**src/rtl/pwm_capture_pkg.sv**
```systemverilog
// Shared types and constants for the PWM capture block and its duty divider.
package pwm_capture_pkg;

  typedef enum logic [1:0] {
    ST_IDLE = 2'd0,
    ST_HIGH = 2'd1,
    ST_LOW  = 2'd2
  } state_e;

  localparam int DUTY_W    = 8;
  localparam int DIV_ITERS = 9;
  localparam int DIV_IT_W  = 4;

endpackage

```
**src/rtl/pwm_capture_if.sv**
```systemverilog
// PWM capture bus: enable and raw line in, measurement results out.
interface pwm_capture_if #(parameter int CW = 16);
  import pwm_capture_pkg::*;

  logic              ien;
  logic              ipwm;
  logic [CW-1:0]     ohigh;
  logic [CW-1:0]     operiod;
  logic [DUTY_W-1:0] oduty;
  logic              ovalid;
  logic              ostuck;
  logic              olevel;

  modport master (
    output ien, ipwm,
    input  ohigh, operiod, oduty, ovalid, ostuck, olevel
  );

  modport slave (
    input  ien, ipwm,
    output ohigh, operiod, oduty, ovalid, ostuck, olevel
  );

endinterface

```
**src/rtl/pwm_duty_div.sv**
```systemverilog
// Sequential restoring divider: floor({high,8'b0}/period), 9 quotient bits, clamped to 8.
module pwm_duty_div
  import pwm_capture_pkg::*;
#(
  parameter int CW = 16
) (
  input  logic              iclk,
  input  logic              irst,
  input  logic              istart,
  input  logic              iabort,
  input  logic [CW-1:0]     ihigh,
  input  logic [CW-1:0]     iperiod,
  output logic              obusy,
  output logic              odone,
  output logic [DUTY_W-1:0] oquot
);

  logic                busy_q, busy_d;
  logic                done_q, done_d;
  logic [DIV_IT_W-1:0] it_q, it_d;
  logic [CW-1:0]       rem_q, rem_d;
  logic [CW-1:0]       dvs_q, dvs_d;
  logic [DUTY_W:0]     quo_q, quo_d;
  logic [DUTY_W-1:0]   quot_q, quot_d;
  logic [CW:0]         step;

  // One restoring step: shift in a bit, subtract the divisor if it fits.
  // Returns {quotient bit, new remainder}; the remainder always stays below dvs.
  function automatic logic [CW:0] div_step(input logic [CW-1:0] rem,
                                           input logic          bin,
                                           input logic [CW-1:0] dvs);
    logic [CW:0] trial;
    trial = {rem, bin};
    if (trial >= {1'b0, dvs}) div_step = {1'b1, trial[CW-1:0] - dvs};
    else                      div_step = {1'b0, trial[CW-1:0]};
  endfunction

  function automatic logic [DUTY_W-1:0] clamp_duty(input logic [DUTY_W:0] q);
    clamp_duty = q[DUTY_W] ? {DUTY_W{1'b1}} : q[DUTY_W-1:0];
  endfunction

  always_comb begin
    busy_d = busy_q;
    done_d = 1'b0;
    it_d   = it_q;
    rem_d  = rem_q;
    dvs_d  = dvs_q;
    quo_d  = quo_q;
    quot_d = quot_q;
    step   = '0;
    if (iabort) begin
      busy_d = 1'b0;
    end else if (istart) begin
      // high < period, so high>>1 is already below the divisor; the first
      // step brings down high[0] and the remaining eight bring down zeros.
      step   = div_step(ihigh >> 1, ihigh[0], iperiod);
      busy_d = 1'b1;
      it_d   = DIV_IT_W'(1);
      rem_d  = step[CW-1:0];
      dvs_d  = iperiod;
      quo_d  = {{DUTY_W{1'b0}}, step[CW]};
    end else if (busy_q) begin
      step  = div_step(rem_q, 1'b0, dvs_q);
      rem_d = step[CW-1:0];
      quo_d = {quo_q[DUTY_W-1:0], step[CW]};
      it_d  = it_q + DIV_IT_W'(1);
      if (it_q == DIV_IT_W'(DIV_ITERS - 1)) begin
        busy_d = 1'b0;
        done_d = 1'b1;
        quot_d = clamp_duty(quo_d);
      end
    end
  end

  always_ff @(posedge iclk) begin
    if (irst) begin
      busy_q <= 1'b0;
      done_q <= 1'b0;
      it_q   <= '0;
      rem_q  <= '0;
      dvs_q  <= '0;
      quo_q  <= '0;
      quot_q <= '0;
    end else begin
      busy_q <= busy_d;
      done_q <= done_d;
      it_q   <= it_d;
      rem_q  <= rem_d;
      dvs_q  <= dvs_d;
      quo_q  <= quo_d;
      quot_q <= quot_d;
    end
  end

  // The done cycle still counts as busy so a measurement landing then is dropped.
  assign obusy = busy_q | done_q;
  assign odone = done_q;
  assign oquot = quot_q;

endmodule

```
**src/rtl/pwm_capture.sv**
```systemverilog
// PWM receiver: synchronizes one PWM line, measures high time and period,
// converts to an 8-bit duty level and flags a stuck line.
module pwm_capture
  import pwm_capture_pkg::*;
#(
  parameter int CW      = 16,
  parameter int TIMEOUT = 50000
) (
  input logic           iclk,
  input logic           irst,
  pwm_capture_if.slave  bus
);

  localparam logic [CW-1:0] TIMEOUT_C = CW'(TIMEOUT);
  localparam logic [CW-1:0] CNT_MAX   = {CW{1'b1}};

  logic              sync1_q, sync2_q, prev_q;
  logic              rise, fall, timeout_hit;
  state_e            state_q, state_d;
  logic [CW-1:0]     cnt_q, cnt_d;
  logic [CW-1:0]     hcap_q, hcap_d;
  logic [CW-1:0]     pend_h_q, pend_h_d;
  logic [CW-1:0]     pend_p_q, pend_p_d;
  logic [CW-1:0]     high_q, high_d;
  logic [CW-1:0]     period_q, period_d;
  logic [DUTY_W-1:0] duty_q, duty_d;
  logic              seen_q, seen_d;
  logic              valid_q, valid_d;
  logic              stuck_q, stuck_d;
  logic              div_start, div_abort, div_busy, div_done;
  logic [DUTY_W-1:0] div_quot;

  function automatic logic [CW-1:0] sat_inc(input logic [CW-1:0] v);
    sat_inc = (v == CNT_MAX) ? v : v + CW'(1);
  endfunction

  always_ff @(posedge iclk) begin
    if (irst) begin
      sync1_q <= 1'b0;
      sync2_q <= 1'b0;
      prev_q  <= 1'b0;
    end else begin
      sync1_q <= bus.ipwm;
      sync2_q <= sync1_q;
      prev_q  <= sync2_q;
    end
  end

  assign rise        = sync2_q & ~prev_q;
  assign fall        = ~sync2_q & prev_q;
  assign timeout_hit = ((state_q != ST_IDLE) || seen_q) && (cnt_q == TIMEOUT_C);

  always_comb begin
    state_d   = state_q;
    cnt_d     = cnt_q;
    hcap_d    = hcap_q;
    pend_h_d  = pend_h_q;
    pend_p_d  = pend_p_q;
    high_d    = high_q;
    period_d  = period_q;
    duty_d    = duty_q;
    seen_d    = seen_q;
    valid_d   = 1'b0;
    stuck_d   = stuck_q;
    div_start = 1'b0;
    div_abort = 1'b0;
    if (!bus.ien) begin
      state_d   = ST_IDLE;
      cnt_d     = '0;
      seen_d    = 1'b0;
      div_abort = 1'b1;
    end else begin
      if (div_done) begin
        high_d   = pend_h_q;
        period_d = pend_p_q;
        duty_d   = div_quot;
        valid_d  = 1'b1;
      end
      if (rise) begin
        state_d = ST_HIGH;
        cnt_d   = CW'(1);
        seen_d  = 1'b1;
        stuck_d = 1'b0;
        // Only a LOW->rise completes a period; a rise seen in HIGH is a
        // glitch and a rise from IDLE has no full period behind it.
        if (state_q == ST_LOW && !div_busy) begin
          div_start = 1'b1;
          pend_h_d  = hcap_q;
          pend_p_d  = cnt_q;
        end
      end else if (timeout_hit) begin
        state_d   = ST_IDLE;
        cnt_d     = '0;
        stuck_d   = 1'b1;
        high_d    = '0;
        period_d  = '0;
        duty_d    = sync2_q ? {DUTY_W{1'b1}} : '0;
        valid_d   = 1'b1;
        div_abort = 1'b1;
      end else begin
        if (state_q != ST_IDLE || seen_q) cnt_d = sat_inc(cnt_q);
        // The counter reads H on the falling-edge cycle of an H-cycle pulse.
        if (fall && state_q == ST_HIGH) begin
          hcap_d  = cnt_q;
          state_d = ST_LOW;
        end
      end
    end
  end

  always_ff @(posedge iclk) begin
    if (irst) begin
      state_q  <= ST_IDLE;
      cnt_q    <= '0;
      hcap_q   <= '0;
      pend_h_q <= '0;
      pend_p_q <= '0;
      high_q   <= '0;
      period_q <= '0;
      duty_q   <= '0;
      seen_q   <= 1'b0;
      valid_q  <= 1'b0;
      stuck_q  <= 1'b0;
    end else begin
      state_q  <= state_d;
      cnt_q    <= cnt_d;
      hcap_q   <= hcap_d;
      pend_h_q <= pend_h_d;
      pend_p_q <= pend_p_d;
      high_q   <= high_d;
      period_q <= period_d;
      duty_q   <= duty_d;
      seen_q   <= seen_d;
      valid_q  <= valid_d;
      stuck_q  <= stuck_d;
    end
  end

  pwm_duty_div #(.CW(CW)) u_div (
    .iclk    (iclk),
    .irst    (irst),
    .istart  (div_start),
    .iabort  (div_abort),
    .ihigh   (hcap_q),
    .iperiod (cnt_q),
    .obusy   (div_busy),
    .odone   (div_done),
    .oquot   (div_quot)
  );

  assign bus.ohigh   = high_q;
  assign bus.operiod = period_q;
  assign bus.oduty   = duty_q;
  assign bus.ovalid  = valid_q;
  assign bus.ostuck  = stuck_q;
  assign bus.olevel  = sync2_q;

endmodule

```
**src/flat_wrapper.sv**
```systemverilog
// flat-port wrapper written by rule: the top's interface ports become plain ports
module pwm_capture_flat import pwm_capture_pkg::*;
#(
  parameter int CW      = 16,
  parameter int TIMEOUT = 50000
)
  (iclk, irst, bus_ien, bus_ipwm, bus_ohigh, bus_operiod, bus_oduty, bus_ovalid, bus_ostuck, bus_olevel);
  pwm_capture_if #(.CW(CW)) bus_i ();
  input logic iclk;
  input logic irst;
  input wire logic [$bits(bus_i.ien)-1:0] bus_ien;
  input wire logic [$bits(bus_i.ipwm)-1:0] bus_ipwm;
  output wire logic [$bits(bus_i.ohigh)-1:0] bus_ohigh;
  output wire logic [$bits(bus_i.operiod)-1:0] bus_operiod;
  output wire logic [$bits(bus_i.oduty)-1:0] bus_oduty;
  output wire logic [$bits(bus_i.ovalid)-1:0] bus_ovalid;
  output wire logic [$bits(bus_i.ostuck)-1:0] bus_ostuck;
  output wire logic [$bits(bus_i.olevel)-1:0] bus_olevel;
  assign bus_i.ien = bus_ien;
  assign bus_i.ipwm = bus_ipwm;
  assign bus_ohigh = bus_i.ohigh;
  assign bus_operiod = bus_i.operiod;
  assign bus_oduty = bus_i.oduty;
  assign bus_ovalid = bus_i.ovalid;
  assign bus_ostuck = bus_i.ostuck;
  assign bus_olevel = bus_i.olevel;
  pwm_capture #(.CW(CW), .TIMEOUT(TIMEOUT)) u_core (.iclk(iclk), .irst(irst), .bus(bus_i));
endmodule
```
**config.mk**
```make
export PLATFORM = sky130hd
export DESIGN_NAME = pwm_capture_flat
export DESIGN_NICKNAME = d
export VERILOG_FILES = /design/src/rtl/pwm_capture_pkg.sv /design/src/rtl/pwm_capture_if.sv /design/src/rtl/pwm_duty_div.sv /design/src/rtl/pwm_capture.sv /design/src/flat_wrapper.sv
export SDC_FILE = /design/constraint.sdc
export NUM_CORES = 1
export LEC_CHECK = 0
export ABC_AREA = 1
export ABC_CLOCK_PERIOD_IN_PS = 2800
export BUFFER_PORTS_ARGS = -buffer_cell sky130_fd_sc_hd__buf_2
export CELL_PAD_IN_SITES_DETAIL_PLACEMENT = 0
export CELL_PAD_IN_SITES_GLOBAL_PLACEMENT = 1
export CORE_MARGIN = 8
export CORE_UTILIZATION = 45
export DETAILED_ROUTE_END_ITERATION = 6
export HOLD_SLACK_MARGIN = 0.02
export PLACE_DENSITY = 0.82
export SLEW_MARGIN = 20
export SYNTH_ARGS = -nofsm -noshare
export SYNTH_HDL_FRONTEND = slang
export SYNTH_SLANG_ARGS = --single-unit
```
**constraint.sdc**
```tcl
create_clock -name iclk -period 2.8 [get_ports iclk]
set_clock_uncertainty 0.15 [all_clocks]
set_input_delay 0.84 -clock iclk [delete_from_list [all_inputs] [get_ports iclk]]
set_output_delay 0.84 -clock iclk [all_outputs]
set_load 0.02 [all_outputs]
```
==> results of run 1 <==
[routing by layer]
layer,track usage,vias to the layer above
met5,0,-
met4,0.0674,0
met3,0.0412,40
met2,0.358,227
met1,0.291,3909
li1,-,4366
[flip-flops by register name (all words and copies together) (netlist names), 2 cells and up]
register and flops:
u_core.bus.ohigh 16, u_core.bus.operiod 16, u_core.cnt_q 16, u_core.hcap_q 16
u_core.pend_h_q 16, u_core.pend_p_q 16, u_core.u_div.dvs_q 16, u_core.u_div.rem_q 16
u_core.bus.oduty 8, u_core.u_div.oquot 8, u_core.u_div.quo_q 8, u_core.u_div.it_q 4
u_core.state_q 2
[worst reg2reg max path, cell delays in order, from the launching register on]
cell,delay [ns]
dfxtp_1,0.43
inv_1,0.16
ha_1,0.38
nand2_1,0.13
inv_1,0.08
a21oi_2,0.19
nor2_1,0.07
nor2_2,0.17
nand2_4,0.15
buf_12,0.17
buf_4,0.12
nand3_1,0.09
nand2_1,0.09
nand3_1,0.09
nand2_1,0.05
[worst paths after layout]
check | slack (ns) | to | from
setup / recovery | 0.17 | u_core.u_div.rem_q[9] | u_core.cnt_q[11]
hold / removal | 0.26 | u_core.bus.olevel | u_core.sync1_q
setup reg to reg | 0.17 | u_core.u_div.rem_q[9] | u_core.cnt_q[11]
hold reg to reg | 0.26 | u_core.bus.olevel | u_core.sync1_q
[power breakdown]
part | switching, W | leakage (nW) | internal (W) | total (W)
Combinational | 0.000111 | 3.07 | 0.0000351 | 0.000146
Sequential | 0.00000277 | 1.34 | 0.00236 | 0.00236
Clock | 0.00111 | 0.293 | 0.00122 | 0.00233
[synth_stat cells, types with 5 or more instances]
master     instances  area share
o31ai_1           13       0.011
nand4_1           12      0.0083
nand2_1          378        0.16
a21oi_1           95       0.052
ha_1              36       0.050
dfxtp_1          166        0.37
inv_1            176       0.073
a31oi_1            8      0.0055
xnor2_1            5      0.0048
nand3_2            8      0.0088
o21ai_1            8      0.0044
nor3_1            11      0.0061
nor2_4             6      0.0074
a2bb2oi_1          6      0.0058
xor2_1            20       0.019
o21ai_0           47       0.026
nand3_1          124       0.068
nor2_1            73       0.030
nand2_2           11      0.0076
nand3b_1           6      0.0050
o22ai_1           17       0.012
nor2_2             8      0.0055
buf_2             24       0.013
o211ai_1           7      0.0058
clkbuf_1          21      0.0087
inv_2             12      0.0050
[metrics by stage]
step	instance area [um^2]	setup WS [ns]	instances	hold WS [ns]	total power (W)
3_3_place_gp	9630	0.221	1622	0.239	0.00256
3_5_place_dp	9630	0.224	1622	0.249	0.00256
2_1_floorplan	9080	0.617	1328	0.238	0.00252
6_report	10300	0.169	1660	0.263	0.00484
4_1_cts	10200	0.208	1654	0.260	0.00488
5_1_grt	10300	0.0682	1660	0.312	0.00500
[layout make-up]
type,instances,area share
Multi-Input combinational cell,919,0.464
Tap cell,270,0.0328
Inverter,189,0.0690
Sequential cell,166,0.323
Timing Repair Buffer,84,0.0526
Clock buffer,18,0.0427
Clock inverter,14,0.0153
[repair_timing]
item	in CTS	in global routing
endpoints found under the setup margin	0	8
resized for setup	0	1
setup buffers	0	6
endpoints found under the hold margin	0	0
[logic make-up after synthesis]
logic type | after synthesis
AND/OR/NAND/NOR | 649
adder cells (fa/ha/maj) | 38
buffers and inverters | 243
AO/OA/AOI/OAI | 207
flip-flops | 166
XOR/XNOR | 25
==> impl_metrics.csv, run 1 <==
group,metric,value,unit
cells_and_area,final_common_cell,"nand2_1",
clocking,clockRootBuffer,"clkbuf_16",
setup_path,cp.required,2.98,ns
die,die_x,158,um
cells_and_area,drive_gt1_frac,0.126,
drt,drt_wl_total,27200,um
die,ios,47,
cells_and_area,diodes,0,
clocking,h-tree-depth,4,
setup_path,worstPathArrival,2.81,ns
drt,wl_met2,12300,um
timing,rsz0062_at_grt,"false",
logic_synthesis,syn_inst,1328,
die,die_height,158,um
setup_path,path_class,"reg2reg",
die,coreArea,20000,um^2
logic_synthesis,synth_compound_area_frac,0.129,
timing,max_slew_margin,0.519,
timing,worst_pin_slew,0.721,ns
worst_hold_path,hold-path-cell-count,2,
cells_and_area,final-seq-area,3320,um^2
global_routing,antenna_found_initial,0,
cells_and_area,final_cell_mix,"nand2_1 (378), inv_1 (176), dfxtp_1 (166)",
setup_path,critPathLaunchType,"flop",
timing,fmax,380,MHz
clocking,cts_tree,"built",
logic_synthesis,yosys.cell_types.count,44,
timing,min_period_over_period,0.940,
setup_path,cp_cell_sequence,"inv_1 -> ha_1 -> nand2_1 -> inv_1 -> a21oi_2 -> nor2_1 -> nor2_2 -> nand2_4 -> buf_12 -> buf_4 -> nand3_1 -> nand2_1 -> nand3_1 -> nand2_1",
timing,tns,0,ns
timing,drv_slew,0,
global_routing,grt_pass1_wl,42600,um
global_routing,grt_max_degree,46,
logic_synthesis,synth-async-reset-ratio,0,
timing,setup_viol,0,
logic_synthesis,ys_ff_latch,166,
drt,postRouteAntennaNets,0,
die,start_util,0.453,
logic_synthesis,yosys_warnings,0,
die,rows,52,
setup_path,crit_buf_inv,4,
setup_path,cp_common_cell,"nand2_1",
drt,wl_per_cell,16.4,um
logic_synthesis,syn_area,9080,um^2
drt,route.detailed.drc,0,
clocking,ctsLongestPathBuffers,2,
global_routing,grt_pass1_vias,7917,
power_and_ir_drop,ir_drop,0.000408,V
setup_path,r2r_cells,14,
outcome,status,"completed",
cells_and_area,fin_util,0.513,
drt,wl_met1,12600,um
placed_design,routabilityCongestion,0.927,
logic_synthesis,synth_edf_count,0,
drt,drt-pass1-iter-count,5,
placed_design,port_buffers,46,
drt,routed.top_layer,"met4",
timing,min_period,2.63,ns
drt,wl_met3,1660,um
flow_run,cap_viol_max_count,0,
logic_synthesis,yosys.area_share.adder,0.0540,
setup_path,crit_slowest_cell,"dfxtp_1",
cells_and_area,final_nets,1419,
logic_synthesis,synth_ff_type,"dfxtp_1",
logic_synthesis,synth_mux_area_frac,0,
logic_synthesis,syn_nets,1370,
logic_synthesis,yosys.area_share.simple,0.319,
power_and_ir_drop,p_leak,4.70,nW
cells_and_area,num-fill-cells,2088,
setup_path,cp_num_cells,14,
setup_path,crit_path_max_fanout,9,
logic_synthesis,synth_top_family_by_area,"simple AND/OR/NAND/NOR gates",
cells_and_area,area_growth_syn_to_layout,13.2,%
logic_synthesis,synth-xor-area-share,0.0241,
clocking,clk_latency,0.43,ns
setup_path,end_kind,"flop",
drt,vias,8542,
logic_synthesis,avgSynthCellArea,6.84,um^2
timing,hold_viol_final,0,
setup_path,crit_family,"simple AND/OR/NAND/NOR gates",
setup_path,critPathMaxStageDelay,0.43,ns
worst_hold_path,hold_class,"reg2reg",
cells_and_area,multi_input_area,4780,um^2
die,dieArea,25000,um^2
placed_design,dp_hpwl,20800,um
clocking,clock_sinks,166,
logic_synthesis,ys_seq_area_frac,0.366,
power_and_ir_drop,power_density,471,nW/um^2
clocking,holdBufCountCts,0,
global_routing,gr-total-overflow,0,
drt,drt_iter0_drc,645,
drt,routed_via_density,5.15,
clocking,cts_made_buffers,17,
global_routing,grtUsageTotal,0.220,
clocking,clk_pin_slew_worst_paths,0.07,ns
Note: power is estimated with default switching activity, not from simulation.
==> run 2: changes to the inputs <==
- SETUP_SLACK_MARGIN: default -> 0.2
==> run 2 against run 1 <==
Wire length is 0.51% higher. Count of clock-buffer cells in the layout unchanged. Sequential cell count is the same. Clock power hardly changed. Final cell count grew 0.24%. Largest power group unchanged. Sequential power about the same. Fmax rose by 4.9%. Largest cell class unchanged. Total power rose by 0.12%.
==> impl_metrics.csv, run 2 (synthesis gave the netlist of run 1 again) <==
group,metric,value,unit
cells_and_area,fin_cells,1664,
timing,fmax,399,MHz
timing,fin_hold_ws,0.263,ns
drt,wl_per_cell,16.4,um
clocking,ctsLongestPathBuffers,2,
timing,rsz0062_at_grt,"false",
setup_path,critPathMaxStageDelay,0.38,ns
cells_and_area,drive_gt1_frac,0.133,
timing,tns,0,ns
global_routing,grt_pass1_wl,42600,um
timing,fin_ws,0.292,ns
power_and_ir_drop,p_leak,4.70,nW
clocking,h-tree-depth,4,
die,ios,47,
timing,max_slew_margin,0.520,
die,die_x,158,um
die,die_height,158,um
timing,min_period_over_period,0.896,
cells_and_area,fin_util,0.516,
power_and_ir_drop,ir_drop,0.000410,V
timing,hold_viol_final,0,
die,dieArea,25000,um^2
setup_path,cp.required,2.98,ns
clocking,clock_sinks,166,
timing,min_period,2.51,ns
setup_path,crit_path_max_fanout,6,
setup_path,cp_common_cell,"nand2_1",
clocking,clockRootBuffer,"clkbuf_16",
timing,worst_pin_slew,0.720,ns
global_routing,grtUsageTotal,0.220,
setup_path,end_kind,"flop",
clocking,clk_pin_slew_worst_paths,0.07,ns
cells_and_area,area_growth_syn_to_layout,13.9,%
timing,setup_viol,0,
drt,route.detailed.drc,0,
setup_path,critPathLaunchType,"flop",
drt,drt-pass1-iter-count,5,
die,rows,52,
cells_and_area,diodes,0,
setup_path,crit_buf_inv,4,
setup_path,path_class,"reg2reg",
die,coreArea,20000,um^2
drt,vias,8639,
outcome,status,"completed",
clocking,clk_latency,0.43,ns
cells_and_area,final_cell_mix,"nand2_1 (376), inv_1 (176), dfxtp_1 (163)",
placed_design,routabilityCongestion,0.927,
drt,routed_via_density,5.19,
global_routing,gr-total-overflow,0,
timing,drv_slew,0,
power_and_ir_drop,power_density,469,nW/um^2
drt,postRouteAntennaNets,0,
flow_run,cap_viol_max_count,0,
placed_design,port_buffers,46,
setup_path,crit_family,"simple AND/OR/NAND/NOR gates",
setup_path,cp_cell_sequence,"inv_1 -> ha_1 -> nand2_1 -> inv_1 -> a21oi_2 -> nor2_1 -> nor2_4 -> nand2_4 -> buf_12 -> buf_4 -> nand3_1 -> nand2_1 -> nand3_1 -> nand2_1",
placed_design,placed_cells,1622,
drt,drt_iter0_drc,747,
placed_design,dp_hpwl,20800,um
setup_path,worstPathArrival,2.69,ns
die,start_util,0.453,
cells_and_area,final_common_cell,"nand2_1",
placed_design,dp_slack,0.224,ns
setup_path,crit_slowest_cell,"dfxtp_2",
worst_hold_path,hold_class,"reg2reg",
clocking,cts_tree,"built",
global_routing,grt_pass1_vias,7917,
cells_and_area,final_nets,1423,
global_routing,grt_max_degree,46,
drt,drt_wl_total,27300,um
clocking,cts_made_buffers,17,
global_routing,antenna_found_initial,0,
run 2: cell count changes in the layout (fill, tap and decap cells not counted), sizes merged:
cell,previous run,this run
buf,84,87
nand2,393,394
run 2: cell type report:
cell class | instances | area, um^2
Fill cell | 2081 | 9690
Multi-Input combinational cell | 920 | 4820
Sequential cell | 166 | 3330
Inverter | 189 | 709
Timing Repair Buffer | 87 | 563
Clock buffer | 18 | 439
Tap cell | 270 | 338
Clock inverter | 14 | 158
run 2: per-stage QoR:
| step | cell area, um^2 | power, W |
|---|---|---|
| 4_1_cts | 10200 | 0.00488 |
| 3_3_place_gp | 9630 | 0.00256 |
| 6_report | 10300 | 0.00485 |
| 2_1_floorplan | 9080 | 0.00252 |
| 3_5_place_dp | 9630 | 0.00256 |
| 5_1_grt | 10300 | 0.00500 |
run 2: per-layer routing:
metal / up-vias / global-route usage / wire length (um)
met5: - / 0 / 0
met4: 0 / 0.0674 / 620
met3: 41 / 0.0412 / 1820
met2: 261 / 0.358 / 12400
met1: 3954 / 0.291 / 12500
li1: 4383 / - / -
run 2: what timing repair did:
action / in CTS / in global routing
hold buffers: 0 / 0
setup buffers: 0 / 9
gates resized for setup: 0 / 11
setup endpoints to repair: 0 / 16
run 2: final timing paths:
check / startpoint / endpoint / slack (ns) / depth (start not counted)
worst max-delay path: u_core.cnt_q[11] / u_core.u_div.rem_q[9] / 0.29 / 14
worst max register to register: u_core.cnt_q[11] / u_core.u_div.rem_q[9] / 0.29 / 14
worst min-delay path: u_core.sync1_q / u_core.bus.olevel / 0.26 / 2
worst min register to register: u_core.sync1_q / u_core.bus.olevel / 0.26 / 2
run 2: where the power goes:
part | switching (W) | internal [W]
clock network | 0.00112 | 0.00122
logic | 0.000111 | 0.0000365
registers | 0.00000288 | 0.00236
run 2: worst reg2reg max path, cell delays in order, from the launching register on:
cell and delay, ns:
dfxtp_2 0.38, inv_1 0.13, ha_1 0.37, nand2_1 0.13, inv_1 0.08, a21oi_2 0.19
nor2_1 0.09, nor2_4 0.15, nand2_4 0.13, buf_12 0.16, buf_4 0.12, nand3_1 0.09
nand2_1 0.09, nand3_1 0.09, nand2_1 0.04
==> run 3: changes to the inputs <==
- CORE_ASPECT_RATIO: default -> 0.75
==> run 3 against run 2 <==
Highest routed layer unchanged. Largest power group is now clock. Die area is 0.19% higher. Sequential share of layout area is 0.090 points higher. Largest cell class unchanged. Critical path type unchanged. Total power is 3.8% higher.
==> impl_metrics.csv, run 3 (synthesis gave the netlist of run 1 again) <==
group,metric,value,unit
outcome,status,"completed",
placed_design,port_buffers,46,
cells_and_area,final_cell_mix,"nand2_1 (376), inv_1 (176), dfxtp_1 (163)",
cells_and_area,area_growth_syn_to_layout,13.6,%
setup_path,crit_family,"simple AND/OR/NAND/NOR gates",
placed_design,routabilityCongestion,0.987,
setup_path,path_class,"reg2reg",
drt,wl_per_cell,16.9,um
setup_path,r2r_slack,0.31,ns
cells_and_area,final_nets,1415,
global_routing,grt_max_degree,43,
cells_and_area,num-fill-cells,2050,
drt,routed_via_density,5.28,
power_and_ir_drop,p_leak,4.70,nW
cells_and_area,final_common_cell,"nand2_1",
global_routing,grt_pass1_wl,44500,um
setup_path,r2r-start,"u_core.cnt_q[11]",
drt,drt_iter0_drc,907,
clocking,clockRootBuffer,"clkbuf_16",
flow_run,cap_viol_max_count,0,
drt,vias,8679,
placed_design,dp_hpwl,21700,um
timing,drv_slew,0,
cells_and_area,drive_gt1_frac,0.130,
die,start_util,0.453,
die,coreArea,20000,um^2
setup_path,cp_cell_sequence,"inv_1 -> ha_2 -> nand2_1 -> inv_1 -> a21oi_2 -> nor2_1 -> nor2_2 -> nand2_4 -> nand2_4 -> inv_1 -> nor2_1 -> a21oi_2",
clocking,holdBufCountCts,0,
setup_path,cp.required,2.95,ns
clocking,ctsLongestPathBuffers,2,
clocking,cts_tree,"built",
drt,drt_wl_total,27900,um
cells_and_area,diodes,0,
die,dieArea,25000,um^2
setup_path,critPathMaxStageDelay,0.36,ns
power_and_ir_drop,power_density,488,nW/um^2
timing,min_period_over_period,0.889,
timing,max_slew_margin,0.447,
power_and_ir_drop,ir_drop,0.000295,V
global_routing,gr-total-overflow,0,
drt,route.detailed.drc,0,
global_routing,grtUsageTotal,0.221,
timing,rsz0062_at_grt,"true",
clocking,clock_sinks,166,
worst_hold_path,hold_class,"reg2reg",
clocking,cts_made_buffers,17,
die,die_x,180,um
clocking,clk_pin_slew_worst_paths,0.07,ns
worst_hold_path,hold_path_end,"u_core.bus.olevel",
global_routing,antenna_found_initial,0,
timing,worst_pin_slew,0.829,ns
cells_and_area,fin_util,0.515,
die,die_height,139,um
clocking,h-tree-depth,4,
setup_path,r2r_cells,12,
setup_path,worstPathArrival,2.64,ns
die,ios,47,
timing,min_period,2.49,ns
setup_path,cp_common_cell,"inv_1",
die,rows,45,
setup_path,critPathLaunchType,"flop",
timing,tns,0,ns
setup_path,crit_buf_inv,3,
clocking,clk_latency,0.43,ns
setup_path,crit_slowest_cell,"dfxtp_2",
setup_path,end_kind,"flop",
worst_hold_path,hold-path-cell-count,2,
timing,hold_viol_final,0,
timing,fmax,402,MHz
setup_path,reg2reg_to,"u_core.u_div.quo_q[0]",
worst_hold_path,hold_start,"u_core.sync1_q",
global_routing,grt_pass1_vias,7968,
drt,postRouteAntennaNets,0,
timing,setup_viol,0,
setup_path,crit_path_max_fanout,13,
drt,drt-pass1-iter-count,7,
-- run 3: worst reg2reg max path: stages, from the launching register on --
cell and delay, ns:
dfxtp_2 0.36, inv_1 0.20, ha_2 0.36, nand2_1 0.13
inv_1 0.08, a21oi_2 0.18, nor2_1 0.07, nor2_2 0.17
nand2_4 0.13, nand2_4 0.16, inv_1 0.09, nor2_1 0.19
a21oi_2 0.11
-- run 3: what timing repair did --
| action | in CTS | in global routing |
|---|---|---|
| setup endpoints to repair | 8 | 64 |
| gates resized for setup | 3 | 12 |
| pin swaps | 0 | 2 |
| buffers inserted | 0 | 3 |
-- run 3: area by class of cell --
| cell class | count | area [um^2] | area share |
|---|---|---|---|
| clock buffers | 17 | 425 | 0.0412 |
| clock inverters | 15 | 213 | 0.0206 |
| inverters | 189 | 712 | 0.0690 |
| multi-input cells | 919 | 4810 | 0.466 |
| flip-flops and latches | 166 | 3330 | 0.322 |
| well taps | 258 | 323 | 0.0313 |
| repair buffers | 80 | 514 | 0.0498 |
-- run 3: layer usage --
layer / up-vias / track usage / share of wire
met5: - / 0 / 0
met4: 0 / 0.0686 / 0.021
met3: 41 / 0.0547 / 0.080
met2: 318 / 0.316 / 0.41
met1: 3940 / 0.319 / 0.49
li1: 4380 / - / -
-- run 3: how the worst max path moves through the flow --
| stage | from | to | depth (start not counted) |
|---|---|---|---|
| CTS | u_core.cnt_q[3] | u_core.u_div.quo_q[0] | 14 |
| floorplan | u_core.hcap_q[0] | u_core.u_div.rem_q[12] | 16 |
| global route | u_core.cnt_q[11] | u_core.u_div.quo_q[0] | 12 |
| global placement | u_core.cnt_q[0] | u_core.u_div.quo_q[0] | 11 |
| finish | u_core.cnt_q[11] | u_core.u_div.quo_q[0] | 12 |
| detailed placement | u_core.cnt_q[0] | u_core.u_div.quo_q[0] | 11 |
-- run 3: report_power, final --
part / total, W / switching, W / internal [W]
Combinational: 0.000156 / 0.000119 / 0.0000371
Sequential: 0.00236 / 0.00000287 / 0.00236
Clock: 0.00251 / 0.00113 / 0.00138
-- run 3: metrics by stage --
stage	hold slack (ns)	setup slack, ns	cells	cell area, um^2	power (W)
2_1_floorplan	0.238	0.617	1328	9080	0.00252
3_3_place_gp	0.245	-0.0537	1609	9620	0.00257
3_5_place_dp	0.247	0.0950	1609	9620	0.00257
4_1_cts	0.257	0.193	1641	10300	0.00507
5_1_grt	0.279	0.180	1644	10300	0.00518
6_report	0.258	0.310	1644	10300	0.00503
